`config.mk`:
```
export PLATFORM = sky130hd
export DESIGN_NAME = pc_fetch_unit
export DESIGN_NICKNAME = d
export VERILOG_FILES = /design/src/rtl/mips_defs_pkg.sv /design/src/rtl/pc_addr_check.sv /design/src/rtl/pc_fetch_unit.sv
export SDC_FILE = /design/constraint.sdc
export NUM_CORES = 1
export LEC_CHECK = 0
export BUFFER_PORTS_ARGS = -buffer_cell sky130_fd_sc_hd__buf_2
export CAP_MARGIN = 30
export CORE_MARGIN = 2
export CORE_UTILIZATION = 47
export DETAILED_ROUTE_END_ITERATION = 8
export GPL_TIMING_DRIVEN = 0
export PLACE_DENSITY = 0.8
export SLEW_MARGIN = 20
export SYNTH_ARGS = -nofsm -noshare
export SYNTH_HDL_FRONTEND = slang
export SYNTH_SLANG_ARGS = --single-unit
```
`constraint.sdc`:
```
create_clock -name clk -period 2.43 [get_ports clk]
set_input_delay 0.243 -clock clk [delete_from_list [all_inputs] [get_ports clk]]
set_output_delay 0.243 -clock clk [all_outputs]
set_load 0.03 [all_outputs]
```
`src/rtl/mips_defs_pkg.sv`:
```
// rtl/mips_defs_pkg.sv - shared fetch-state encoding, exception codes and address defaults
package mips_defs_pkg;

    typedef enum logic [1:0] {
        ST_REQ  = 2'd0,
        ST_WAIT = 2'd1,
        ST_HOLD = 2'd2
    } fetch_state_e;

    localparam logic [4:0]  EXC_ADEL       = 5'd4;
    localparam logic [31:0] NOP            = 32'h0000_0000;
    localparam logic [31:0] DEF_RESET_PC   = 32'h0000_3000;
    localparam logic [31:0] DEF_EXC_VECTOR = 32'h0000_4180;
    localparam logic [31:0] DEF_IM_BASE    = 32'h0000_3000;
    localparam logic [31:0] DEF_IM_TOP     = 32'h0000_6FFC;

endpackage

```
`src/rtl/pc_addr_check.sv`:
```
// rtl/pc_addr_check.sv - flags a fetch address error for misaligned or out-of-range PCs
module pc_addr_check (
    input  logic [31:0] pc_i,
    input  logic [31:0] im_base_i,
    input  logic [31:0] im_top_i,
    output logic        adel_o
);

    assign adel_o = (pc_i[1:0] != 2'b00) || (pc_i < im_base_i) || (pc_i > im_top_i);

endmodule

```
`src/rtl/pc_fetch_unit.sv`:
```
// rtl/pc_fetch_unit.sv - architectural PC, one-outstanding instruction fetch and CP0 redirects
// Optional PC_FETCH_PERF_EN adds fetch and stall event counters.
module pc_fetch_unit
    import mips_defs_pkg::*;
#(
    parameter logic [31:0] RESET_PC   = DEF_RESET_PC,
    parameter logic [31:0] EXC_VECTOR = DEF_EXC_VECTOR,
    parameter logic [31:0] IM_BASE    = DEF_IM_BASE,
    parameter logic [31:0] IM_TOP     = DEF_IM_TOP
) (
    input  logic        clk,
    input  logic        reset,
    input  logic [31:0] next_pc_i,
    input  logic        stall_i,
    input  logic        exc_req_i,
    input  logic        eret_i,
    input  logic [31:0] epc_i,
    output logic [31:0] pc_o,
    output logic        im_req_o,
    output logic [31:0] im_addr_o,
    input  logic        im_gnt_i,
    input  logic        im_rvalid_i,
    input  logic [31:0] im_rdata_i,
    output logic        if_valid_o,
    output logic [31:0] if_pc_o,
    output logic [31:0] if_instr_o,
    output logic        if_exc_o,
    output logic [4:0]  if_exccode_o
`ifdef PC_FETCH_PERF_EN
    ,
    output logic [31:0] perf_fetch_cnt_o,
    output logic [31:0] perf_stall_cnt_o
`endif
);

    fetch_state_e state_q, state_d;
    logic [31:0]  pc_q, pc_d;
    logic         req_q, req_d;
    logic         adel_q, adel_d;
    logic         drop_q, drop_d;
    logic         if_valid_q, if_valid_d;
    logic [31:0]  if_pc_q, if_pc_d;
    logic [31:0]  if_instr_q, if_instr_d;
    logic         if_exc_q, if_exc_d;
    logic [4:0]   if_exccode_q, if_exccode_d;
    logic         redirect;
    logic         fetch_acc;

    // Checking the next PC lets im_req_o come straight from a flop.
    pc_addr_check u_addr_check (
        .pc_i      (pc_d),
        .im_base_i (IM_BASE),
        .im_top_i  (IM_TOP),
        .adel_o    (adel_d)
    );

    assign redirect  = exc_req_i | eret_i;
    assign fetch_acc = (state_q == ST_WAIT) && im_rvalid_i && !drop_q && !redirect;

    always_comb begin
        state_d      = state_q;
        pc_d         = pc_q;
        drop_d       = drop_q;
        if_valid_d   = if_valid_q;
        if_pc_d      = if_pc_q;
        if_instr_d   = if_instr_q;
        if_exc_d     = if_exc_q;
        if_exccode_d = if_exccode_q;

        case (state_q)
            ST_REQ: begin
                if (adel_q) begin
                    if_valid_d   = 1'b1;
                    if_pc_d      = pc_q;
                    if_instr_d   = NOP;
                    if_exc_d     = 1'b1;
                    if_exccode_d = EXC_ADEL;
                    state_d      = ST_HOLD;
                end else if (req_q && im_gnt_i) begin
                    state_d = ST_WAIT;
                end
            end
            ST_WAIT: begin
                if (im_rvalid_i) begin
                    if (drop_q) begin
                        drop_d  = 1'b0;
                        state_d = ST_REQ;
                    end else begin
                        if_valid_d   = 1'b1;
                        if_pc_d      = pc_q;
                        if_instr_d   = im_rdata_i;
                        if_exc_d     = 1'b0;
                        if_exccode_d = 5'd0;
                        state_d      = ST_HOLD;
                    end
                end
            end
            ST_HOLD: begin
                if (!stall_i) begin
                    pc_d       = next_pc_i;
                    if_valid_d = 1'b0;
                    state_d    = ST_REQ;
                end
            end
            default: state_d = ST_REQ;
        endcase

        // With drop already pending only the PC moves; the stale response still drains.
        if (redirect) begin
            pc_d = exc_req_i ? EXC_VECTOR : epc_i;
            if (!drop_q) begin
                if_valid_d   = 1'b0;
                if_exc_d     = 1'b0;
                if_exccode_d = 5'd0;
                case (state_q)
                    ST_WAIT: begin
                        if (im_rvalid_i) begin
                            state_d = ST_REQ;
                        end else begin
                            state_d = ST_WAIT;
                            drop_d  = 1'b1;
                        end
                    end
                    ST_REQ: begin
                        if (req_q && im_gnt_i && !adel_q) begin
                            state_d = ST_WAIT;
                            drop_d  = 1'b1;
                        end else begin
                            state_d = ST_REQ;
                        end
                    end
                    default: state_d = ST_REQ;
                endcase
            end
        end

        req_d = (state_d == ST_REQ) && !adel_d;
    end

    always_ff @(posedge clk or negedge reset) begin
        if (!reset) begin
            state_q      <= ST_REQ;
            pc_q         <= RESET_PC;
            req_q        <= 1'b0;
            adel_q       <= 1'b0;
            drop_q       <= 1'b0;
            if_valid_q   <= 1'b0;
            if_pc_q      <= 32'h0;
            if_instr_q   <= NOP;
            if_exc_q     <= 1'b0;
            if_exccode_q <= 5'd0;
        end else begin
            state_q      <= state_d;
            pc_q         <= pc_d;
            req_q        <= req_d;
            adel_q       <= adel_d;
            drop_q       <= drop_d;
            if_valid_q   <= if_valid_d;
            if_pc_q      <= if_pc_d;
            if_instr_q   <= if_instr_d;
            if_exc_q     <= if_exc_d;
            if_exccode_q <= if_exccode_d;
        end
    end

    assign pc_o         = pc_q;
    assign im_req_o     = req_q;
    assign im_addr_o    = pc_q;
    assign if_valid_o   = if_valid_q;
    assign if_pc_o      = if_pc_q;
    assign if_instr_o   = if_instr_q;
    assign if_exc_o     = if_exc_q;
    assign if_exccode_o = if_exccode_q;

`ifdef PC_FETCH_PERF_EN
    logic [31:0] fetch_cnt_q, fetch_cnt_d;
    logic [31:0] stall_cnt_q, stall_cnt_d;

    always_comb begin
        fetch_cnt_d = fetch_cnt_q + {31'd0, fetch_acc};
        stall_cnt_d = stall_cnt_q + {31'd0, (state_q == ST_HOLD) && stall_i};
    end

    always_ff @(posedge clk or negedge reset) begin
        if (!reset) begin
            fetch_cnt_q <= 32'd0;
            stall_cnt_q <= 32'd0;
        end else begin
            fetch_cnt_q <= fetch_cnt_d;
            stall_cnt_q <= stall_cnt_d;
        end
    end

    assign perf_fetch_cnt_o = fetch_cnt_q;
    assign perf_stall_cnt_o = stall_cnt_q;
`else
    logic unused_fetch_acc;
    assign unused_fetch_acc = fetch_acc;
`endif

endmodule

```
==> metrics.md, run 1 <==
| Metric | Value |
|---|---|
| Status | finished with violations |
| Failing checks | negative setup slack |
| Hold wc startpoint | epc_i[11] |
| Seq/Total Area, Yosys | 0.5423 |
| Synth area leaders | dfrtp_1, nand2_1, buf_4 |
| Detailed placement HPWL | approximately 12000 um |
| DR iter-0 viols | roughly 350 |
| Worst EP required | 2680 ps |
| Critical R2R Capture | im_req_o |
| WL/cell | around 17 um |
| Fraction of registers with async set/reset | 1.000 |
| Setup WS pre-CTS | -153.9 ps |
| Worst skew pair latency | 370 ps |
| Worst Max-Slew Pin Slew | 662.0 ps |
| Diodes inserted | 0 |
| H-tree levels | 3 |
| Core area | 10320 um^2 |
| Initial antenna violation count | 0 |
| Final Util | 0.6411 |
| Tcrit/Tclk final | 1.014 |
| Clock-pin transition on the worst setup and hold timing paths | ~100 ps |
| Syn Std Cell Area | approximately 5000 um^2 |
| Routed Antenna Nets | 0 |
| Clock sinks | 108 |
| Lkg Pwr | 3.615 nW |
| Synthesis-to-layout area growth | 32.68% |
| Input/output buffers | approximately 240 |
| GRT Resource Usage Total | 0.2838 |
| Maximum VDD drop | 0.2848 mV |
| Setup TNS | -33.26 ps |
| Unrepaired setup endpoints after global routing | true |
| Initial core utilization | 0.4832 |
| Cells after synthesis | 585 |
| Clk buf depth | 2 |
| Crit Path Max Fanout | 10 |
| Delay-heaviest family, CP | simple AND/OR/NAND/NOR gates |
| Filler Cell Count | around 900 |
| Via count | just over 5000 |
| Vias/cell | 5.267 |
| CP arrival | approximately 2700 ps |
| Number of distinct library cells after synthesis | 40 |
| Share of cells above drive strength 1 | 0.3548 |
| Startpoint types | flop |
| Area of the multi-input gates | approximately 1900 um^2 |
| Worst path depth | 8 |
| Post-synthesis register bit count | 108 |
| Die Wd | 107.0 um |
| Critical path type | reg -> reg |
| Setup WS post-layout | -33.26 ps |
| CTS tree | done |
| Worst path slowest cell | a2111oi_0 |
| Drt pass-1 iters | 5 |
| Max Cap Viol | 0 |
| Fin. Hold Viols | 0 |
| Syn Area/Cell | between 8 and 9 um^2 |
| NumNets Final | 938 |
| Synth top area share | 0.5317 |
| Number of global-route vias before repair | 5100 |
| Worst Setup SP | state_q[0] |
| Die area | 11450 um^2 |
| Worst path buffer plus inverter count | 2 |
| CTS Root Cell | clkbuf_8 |
| Reg2reg path depth | 8 |
| Routed WL | ~16000 um |
| Worst hold path depth | 3 |
| Leading area contributor after synthesis | dfrtp_1 |
| Critical path capture point type | flop |
| Postcts setup bufs | 0 |
| Remaining DRCs | 0 |
| Grt total ovfl | 0 |
| Peak Freq | 0.4060 GHz |
| Period minus WS final | 2463 ps |
| FF+latch area | 2705 um^2 |
| Standard-cell rows | 37 |
| Worst clock skew | 11.89 ps |
| # setup viols final | 1 |
| R2R Setup Slk | -30 ps |
| Final Wtd Congestion | 0.8753 |
| HP Class | in -> reg |
| Top Ports | 239 |
| Die Span Y | approximately 110 um |
| Reg-to-reg startpoint | state_q[0] |
| Slowest stage delay, CP | 640 ps |
| Largest net degree at the start of global routing | 57 |
| Hold EP | im_addr_o[11] |
| Crit-path cells | buf_2, nor3b_2, buf_2, nor4_1, a2111oi_0, nor4_1, nand4_2, nor3_2 |
| CTS buffer count | 9 |
| Pwr dens | 630.7 nW/um^2 |
| Syn_nets | 688 |
| EDFF count, synth | 0 |
| Final slew viol count | 0 |
| First-pass GRT wire length | between 20000 and 30000 um |
| Worst slew margin | 0.5473 |
| Synthesis Warnings | 0 |
| Top_reg_cell synth | dfrtp_1 |
-- tightest hold or removal path, cell delays in order --
cell and delay (ps):
buf_2 70, a21oi_1 50, nor2_1 70
-- Yosys cell counts, drive strengths merged (3+ instances only) --
master	n
nand2	216
dfrtp	106
a21oi	40
buf	40
nor2	36
o21ai	36
clkbuf	29
nor3	9
nor4	8
inv	7
a211oi	5
a311oi	4
and2	4
mux2i	4
or3	4
a221oi	3
a32oi	3
nor2b	3
or4	3
-- where the power goes --
group          switching, mW  internal (mW)  leakage, nW
Clock                  0.619          0.577        0.109
Sequential            0.0910           1.90         1.43
Combinational          0.678          0.310         2.08
Total                   1.39           2.79         3.61
-- metrics by stage --
stage | power (mW) | cells | area, um^2 | hold slack (ps)
floorplan | 2.609 | 585 | 4989 | -52.59
finish | 4.174 | 976 | 6619 | 99.72
global route | 4.366 | 976 | 6619 | 101.2
CTS | 4.197 | 976 | 6609 | 84.17
detailed placement | 3.008 | 959 | 6379 | 233.6
global placement | 2.978 | 958 | 6345 | 452.9
-- flip-flops by register name, indices dropped and copies added (netlist names) --
signal        cells
adel_q            1
drop_q            1
if_exc_o          1
if_exccode_o      5
if_instr_o       32
if_pc_o          32
if_valid_o        1
im_addr_o        32
im_req_o          1
state_q           2
-- area by class of cell --
type                            count  area share
Tap cell                          136     0.02571
Inverter                            8    0.004537
Buffer                             69     0.05822
Timing Repair Buffer              239      0.1858
Clock inverter                      7     0.01380
Clock buffer                        9     0.01871
Sequential cell                   108      0.4087
Multi-Input combinational cell    400      0.2845
-- worst max path at each step --
| stage | end | slack [ps] |
|---|---|---|
| floorplan | im_req_o | 430 |
| global placement | if_pc_o[15] | -100 |
| detailed placement | im_req_o | -150 |
| CTS | im_req_o | 70 |
| global route | im_req_o | -70 |
| finish | im_req_o | -30 |
-- cells in the final DEF, fill, tap and decap left out, drive strengths merged, types with 3 or more instances in the layout --
master,n
inv,7
or4,3
nand2,216
nor2b,3
or3,4
and2,4
a21oi,40
o21ai,36
a211oi,5
clkinv,5
nor2,36
clkbuf,38
nor3,9
a221oi,3
mux2i,4
buf,278
a311oi,4
dfrtp,106
a32oi,3
nor4,8
-- per-layer routing --
| layer | GRT usage | part of all wire |
|---|---|---|
| met4 | 0.07792 | 0.013 |
| met5 | 0 | 0 |
| met1 | 0.3468 | 0.39 |
| met2 | 0.4964 | 0.51 |
| met3 | 0.07234 | 0.086 |
-- repair_timing --
item	4_1_cts	5_1_grt
endpoints found under the setup margin	11	26
hold endpoints to repair	50	0
gates resized for setup	1	2
hold buffers	1	0
-- logic make-up (layout without fill, tap and decap cells) --
| family | count (synthesis) | in the layout | share of synthesized area |
|---|---|---|---|
| AO/OA/AOI/OAI | 102 | 102 | 0.1222 |
| buffers and inverters | 77 | 332 | 0.08327 |
| flip-flops | 108 | 108 | 0.5423 |
| multiplexers | 4 | 4 | 0.008026 |
| AND/OR/NAND/NOR | 294 | 294 | 0.2443 |
Note: power is estimated with default switching activity, not from simulation.
==> run 2, diff against run 1 <==
--- a/config.mk
+++ b/config.mk
@@ -12,6 +12,7 @@
 export DETAILED_ROUTE_END_ITERATION = 8
 export GPL_TIMING_DRIVEN = 0
 export PLACE_DENSITY = 0.8
+export SKIP_CTS_REPAIR_TIMING = 1
 export SLEW_MARGIN = 20
 export SYNTH_ARGS = -nofsm -noshare
 export SYNTH_HDL_FRONTEND = slang
==> run 2 against run 1 <==
Net effect:
- the run still ends with negative setup slack left
- first-iteration DRC count grew 8.5%
- clock skew rose by 4.0 ps
- critical endpoint unchanged
- sequential cell count stayed put
- clock power about the same
==> metrics.md, run 2 (synthesized netlist as in run 1, its figures left out) <==
| Metric | Value |
|---|---|
| Synthesis-to-layout area growth | 32.68% |
| HP Class | in -> reg |
| Period minus WS final | 2444 ps |
| Initial antenna violation count | 0 |
| DR iter-0 viols | 384 |
| Design Area, Final | about 6600 um^2 |
| Number of global-route vias before repair | 5088 |
| Routed WL | around 16000 um |
| Core area | ~10000 um^2 |
| Via count | between 5000 and 6000 |
| Grt total ovfl | 0 |
| Slowest stage delay, CP | 630 ps |
| Detailed placement HPWL | 12450 um |
| Commonest non-fill, non-tap cell in the layout | buf_2 |
| WL/cell | between 15 and 20 um |
| H-tree levels | 3 |
| Critical R2R Capture | im_req_o |
| Worst Setup SP | state_q[0] |
| Peak Freq | 0.4092 GHz |
| Most frequent cells in the layout | buf_2, nand2_1, dfrtp_1 |
| Clock sinks | 108 |
| Lkg Pwr | 3.615 nW |
| R2R Setup Slk | -10 ps |
| Pwr dens | 631.6 nW/um^2 |
| CTS Root Cell | clkbuf_8 |
| Remaining DRCs | 0 |
| Maximum VDD drop | 0.2880 mV |
| Crit-path cells | buf_2, nor3b_2, buf_2, nor4_1, a2111oi_0, nor4_1, nand4_2, nor3_2 |
| Worst skew pair latency | ~370 ps |
| Crit Path Max Fanout | 10 |
| Reg2reg path depth | 8 |
| # setup viols final | 1 |
| Worst hold path depth | 3 |
| Die area | 11450 um^2 |
| Worst slew margin | 0.5502 |
| Setup WS pre-CTS | -153.9 ps |
| CTS buffer count | 9 |
| Standard-cell rows | 37 |
| Fin. Hold Viols | 0 |
| CTS tree | done |
| Worst Setup EP | im_req_o |
| Vias/cell | 5.284 |
| Worst clock skew | 15.86 ps |
| Reg-to-reg startpoint | state_q[0] |
| Setup WS post-layout | -14.03 ps |
| NumNets Final | 938 |
| Failing checks | negative setup slack |
| Input/output buffers | 237 |
| Routed Antenna Nets | 0 |
| First-pass GRT wire length | 25420 um |
| Final Wtd Congestion | 0.8753 |
| Worst Max-Slew Pin Slew | 657.7 ps |
| Drt pass-1 iters | 5 |
| Unrepaired setup endpoints after global routing | true |
| Tcrit/Tclk final | 1.006 |
| Worst path slowest cell | a2111oi_0 |
| Clk buf depth | 2 |
| Worst EP required | 2680 ps |
| Post-DP Area | 6379 um^2 |
| Max Cap Viol | 0 |
| Diodes inserted | 0 |
| Largest net degree at the start of global routing | 57 |
| Clock-pin transition on the worst setup and hold timing paths | ~110 ps |
| Critical path type | reg -> reg |
| Final slew viol count | 0 |
| Final non-filler cell total | 976 |
| Die Wd | 107.0 um |
| CP arrival | ~2700 ps |
| Placed Cells | 959 |
| Share of cells above drive strength 1 | 0.3548 |
| Critical path capture point type | flop |
| Design Power | 4.181 mW |
| Top Ports | around 240 |
| Startpoint types | flop |
| GRT Resource Usage Total | 0.2835 |
| Status | finished with violations |
| Initial core utilization | 0.4832 |
| Die Span Y | between 100 and 150 um |
==> run 2: cell type report <==
class / count / area (um^2)
well taps: 136 / 170.2
clock inverters: 7 / 91.34
flip-flops and latches: 108 / 2705
fillers: 892 / 3705
repair buffers: 239 / 1230
clock buffers: 9 / 123.9
inverters: 8 / 30.03
plain buffers: 69 / 385.4
multi-input cells: 400 / 1883
==> run 2: per-layer routing <==
metal	vias up	track usage	wire length [um]
met2	292	0.4955	8221
met1	2446	0.3468	6352
met4	0	0.07792	231
li1	2398	-	-
met5	-	0	0
met3	21	0.07234	1430
==> run 2: power by group <==
group          leakage, nW  total, mW  switching [mW]  internal, mW
Clock                0.109       1.20           0.625         0.577
Sequential            1.43       1.99          0.0912          1.90
Combinational         2.08      0.988           0.678         0.310
==> run 2: through the flow <==
step,hold WS (ps),utilization,TNS (ps)
after floorplan,-52.59,-,0
after global placement,452.9,0.6146,-9772
after detailed placement,233.6,0.6179,-235.4
after CTS,-176.6,0.6387,-538.1
after global routing,101.2,0.6411,-67.43
final,94.69,0.6411,-14.03
==> run 2: how the worst min path moves through the flow <==
stage,start,end
CTS,reset,if_pc_o[8]
global placement,if_pc_o[16],if_pc_o[16]
global route,epc_i[2],im_addr_o[2]
floorplan,reset,adel_q
finish,epc_i[11],im_addr_o[11]
detailed placement,reset,if_exccode_o[0]
==> run 2: worst max-delay path: cells and delay by family (launching register included) <==
family          cells  cell delay (ps)
simple gates        5              800
flops               1              380
compound gates      1              630
buf+inv             2              510
==> run 3, diff against run 2 <==
--- a/config.mk
+++ b/config.mk
@@ -8,11 +8,12 @@
 export BUFFER_PORTS_ARGS = -buffer_cell sky130_fd_sc_hd__buf_2
 export CAP_MARGIN = 30
 export CORE_MARGIN = 2
-export CORE_UTILIZATION = 47
+export CORE_UTILIZATION = 40
 export DETAILED_ROUTE_END_ITERATION = 8
 export GPL_TIMING_DRIVEN = 0
-export PLACE_DENSITY = 0.8
+export PLACE_DENSITY = 0.7
 export SKIP_CTS_REPAIR_TIMING = 1
+export SKIP_LAST_GASP = 1
 export SLEW_MARGIN = 20
 export SYNTH_ARGS = -nofsm -noshare
 export SYNTH_HDL_FRONTEND = slang
==> run 3 against run 2 <==
Net effect:
- the run now ends clean
- worst setup slack improved by 96 ps
- sequential share of layout area shrank 1.1 points
- design area up 2.6%
- clock power increased by 36%
- die area up 17%
- register-to-register slack gained 96 ps
- critical endpoint unchanged
==> metrics.md, run 3 (synthesized netlist as in run 1, its figures left out) <==
| Metric | Value |
|---|---|
| Setup TNS | 0 ps |
| Diodes inserted | 0 |
| Commonest non-fill, non-tap cell in the layout | buf_2 |
| Clock-pin transition on the worst setup and hold timing paths | ~70 ps |
| Tcrit/Tclk final | 0.9661 |
| Detailed placement HPWL | 12170 um |
| Grt total ovfl | 0 |
| Final Util | 0.5610 |
| Final slew viol count | 0 |
| # setup viols final | 0 |
| HP Class | in -> reg |
| Pwr dens | 678.6 nW/um^2 |
| Input/output buffers | 237 |
| Period minus WS final | 2348 ps |
| GRT Resource Usage Total | 0.2354 |
| Vias/cell | 4.891 |
| R2R Setup Slk | 80 ps |
| Peak Freq | 0.4260 GHz |
| Lkg Pwr | 3.664 nW |
| Startpoint types | flop |
| Unrepaired setup endpoints after global routing | true |
| Share of cells above drive strength 1 | 0.3560 |
| Worst Max-Slew Pin Slew | 591.3 ps |
| Largest net degree at the start of global routing | 56 |
| Status | completed |
| Core area | ~12000 um^2 |
| Critical path capture point type | flop |
| Drt pass-1 iters | 5 |
| CTS buffer count | 9 |
| Critical path type | reg -> reg |
| Setup WS post-layout | 82.38 ps |
| Maximum VDD drop | 0.3150 mV |
| DR iter-0 viols | 252 |
| Die area | 13380 um^2 |
| Die Wd | 115.7 um |
| Clk buf depth | 2 |
| Setup WS pre-CTS | -243.1 ps |
| Worst clock skew | 10.53 ps |
| Reg-to-reg startpoint | state_q[0] |
| Remaining DRCs | 0 |
| Routed WL | 16000 um |
| Most frequent cells in the layout | buf_2, nand2_1, dfrtp_1 |
| Final Wtd Congestion | a little under 0.9 |
| WL/cell | 15.87 um |
| First-pass GRT wire length | 24270 um |
| Initial antenna violation count | 0 |
| Top Ports | 239 |
| Standard-cell rows | 40 |
| CTS Root Cell | clkbuf_16 |
| Reg2reg path depth | 8 |
| Hold EP | if_instr_o[8] |
| Worst skew pair latency | 350 ps |
| Number of global-route vias before repair | between 4000 and 5000 |
| CP arrival | 2620 ps |
| NumNets Final | about 940 |
| Die Span Y | approximately 120 um |
| Filler Cell Count | 1194 |
| Design Power | between 4 and 5 mW |
| Routed Antenna Nets | 0 |
| Hold wc startpoint | im_rdata_i[8] |
| CTS tree | done |
| Synthesis-to-layout area growth | 36.19% |
| Worst EP required | 2700 ps |
| Initial core utilization | 0.4119 |
| Worst hold slack | 127.2 ps |
| H-tree levels | 3 |
| Fin. Hold Viols | 0 |
| Max Cap Viol | 0 |
| Crit Path Max Fanout | 9 |
| Critical R2R Capture | im_req_o |
| Via count | 4930 |
| Worst slew margin | 0.5956 |
| Clock sinks | 108 |
| Worst hold path depth | 3 |
## run 3: worst max path at each step
stage	start	to	slack (ps)
floorplan	state_q[0]	im_req_o	430
global route	state_q[0]	im_req_o	-40
global placement	state_q[0]	im_req_o	-220
detailed placement	state_q[0]	im_req_o	-240
finish	state_q[0]	im_req_o	80
CTS	state_q[0]	im_req_o	-250
## run 3: critical path, cell delays in order (launching register included)
cell and delay [ps]:
dfrtp_1 350, buf_2 170, or3b_1 360, clkbuf_2 190, or4_1 460, a32oi_2 250
a41o_1 200, nand4_2 160, nor3_2 130
## run 3: layer usage
metal | vias to the layer above | routed length, um | global-route usage
met5 | - | 0 | 0
met4 | 0 | 406 | 0.09921
met3 | 24 | 1554 | 0.06799
met2 | 218 | 7550 | 0.3887
met1 | 2287 | 6486 | 0.2898
li1 | 2401 | - | -
## run 3: through the flow
step	instance area, um^2	std cells
global route	6794	1008
detailed placement	6419	991
floorplan	4989	585
CTS	6755	1007
global placement	6385	990
finish	6794	1008
## run 3: power breakdown
group / total, mW / switching, mW / internal, mW
clock: 1.63 / 0.670 / 0.962
sequential: 1.99 / 0.0898 / 1.90
combinational: 0.989 / 0.677 / 0.312
total: 4.61 / 1.44 / 3.17
## run 3: area by class of cell
type                            count  area, um^2  area share
Inverter                            8       30.03    0.004420
Clock buffer                       11       252.7     0.03720
Timing Repair Buffer              239        1230      0.1810
Clock inverter                      5       83.83     0.01234
Tap cell                          168       210.2     0.03094
Buffer                             69       385.4     0.05672
Sequential cell                   108        2705      0.3982
Multi-Input combinational cell    400        1897      0.2792
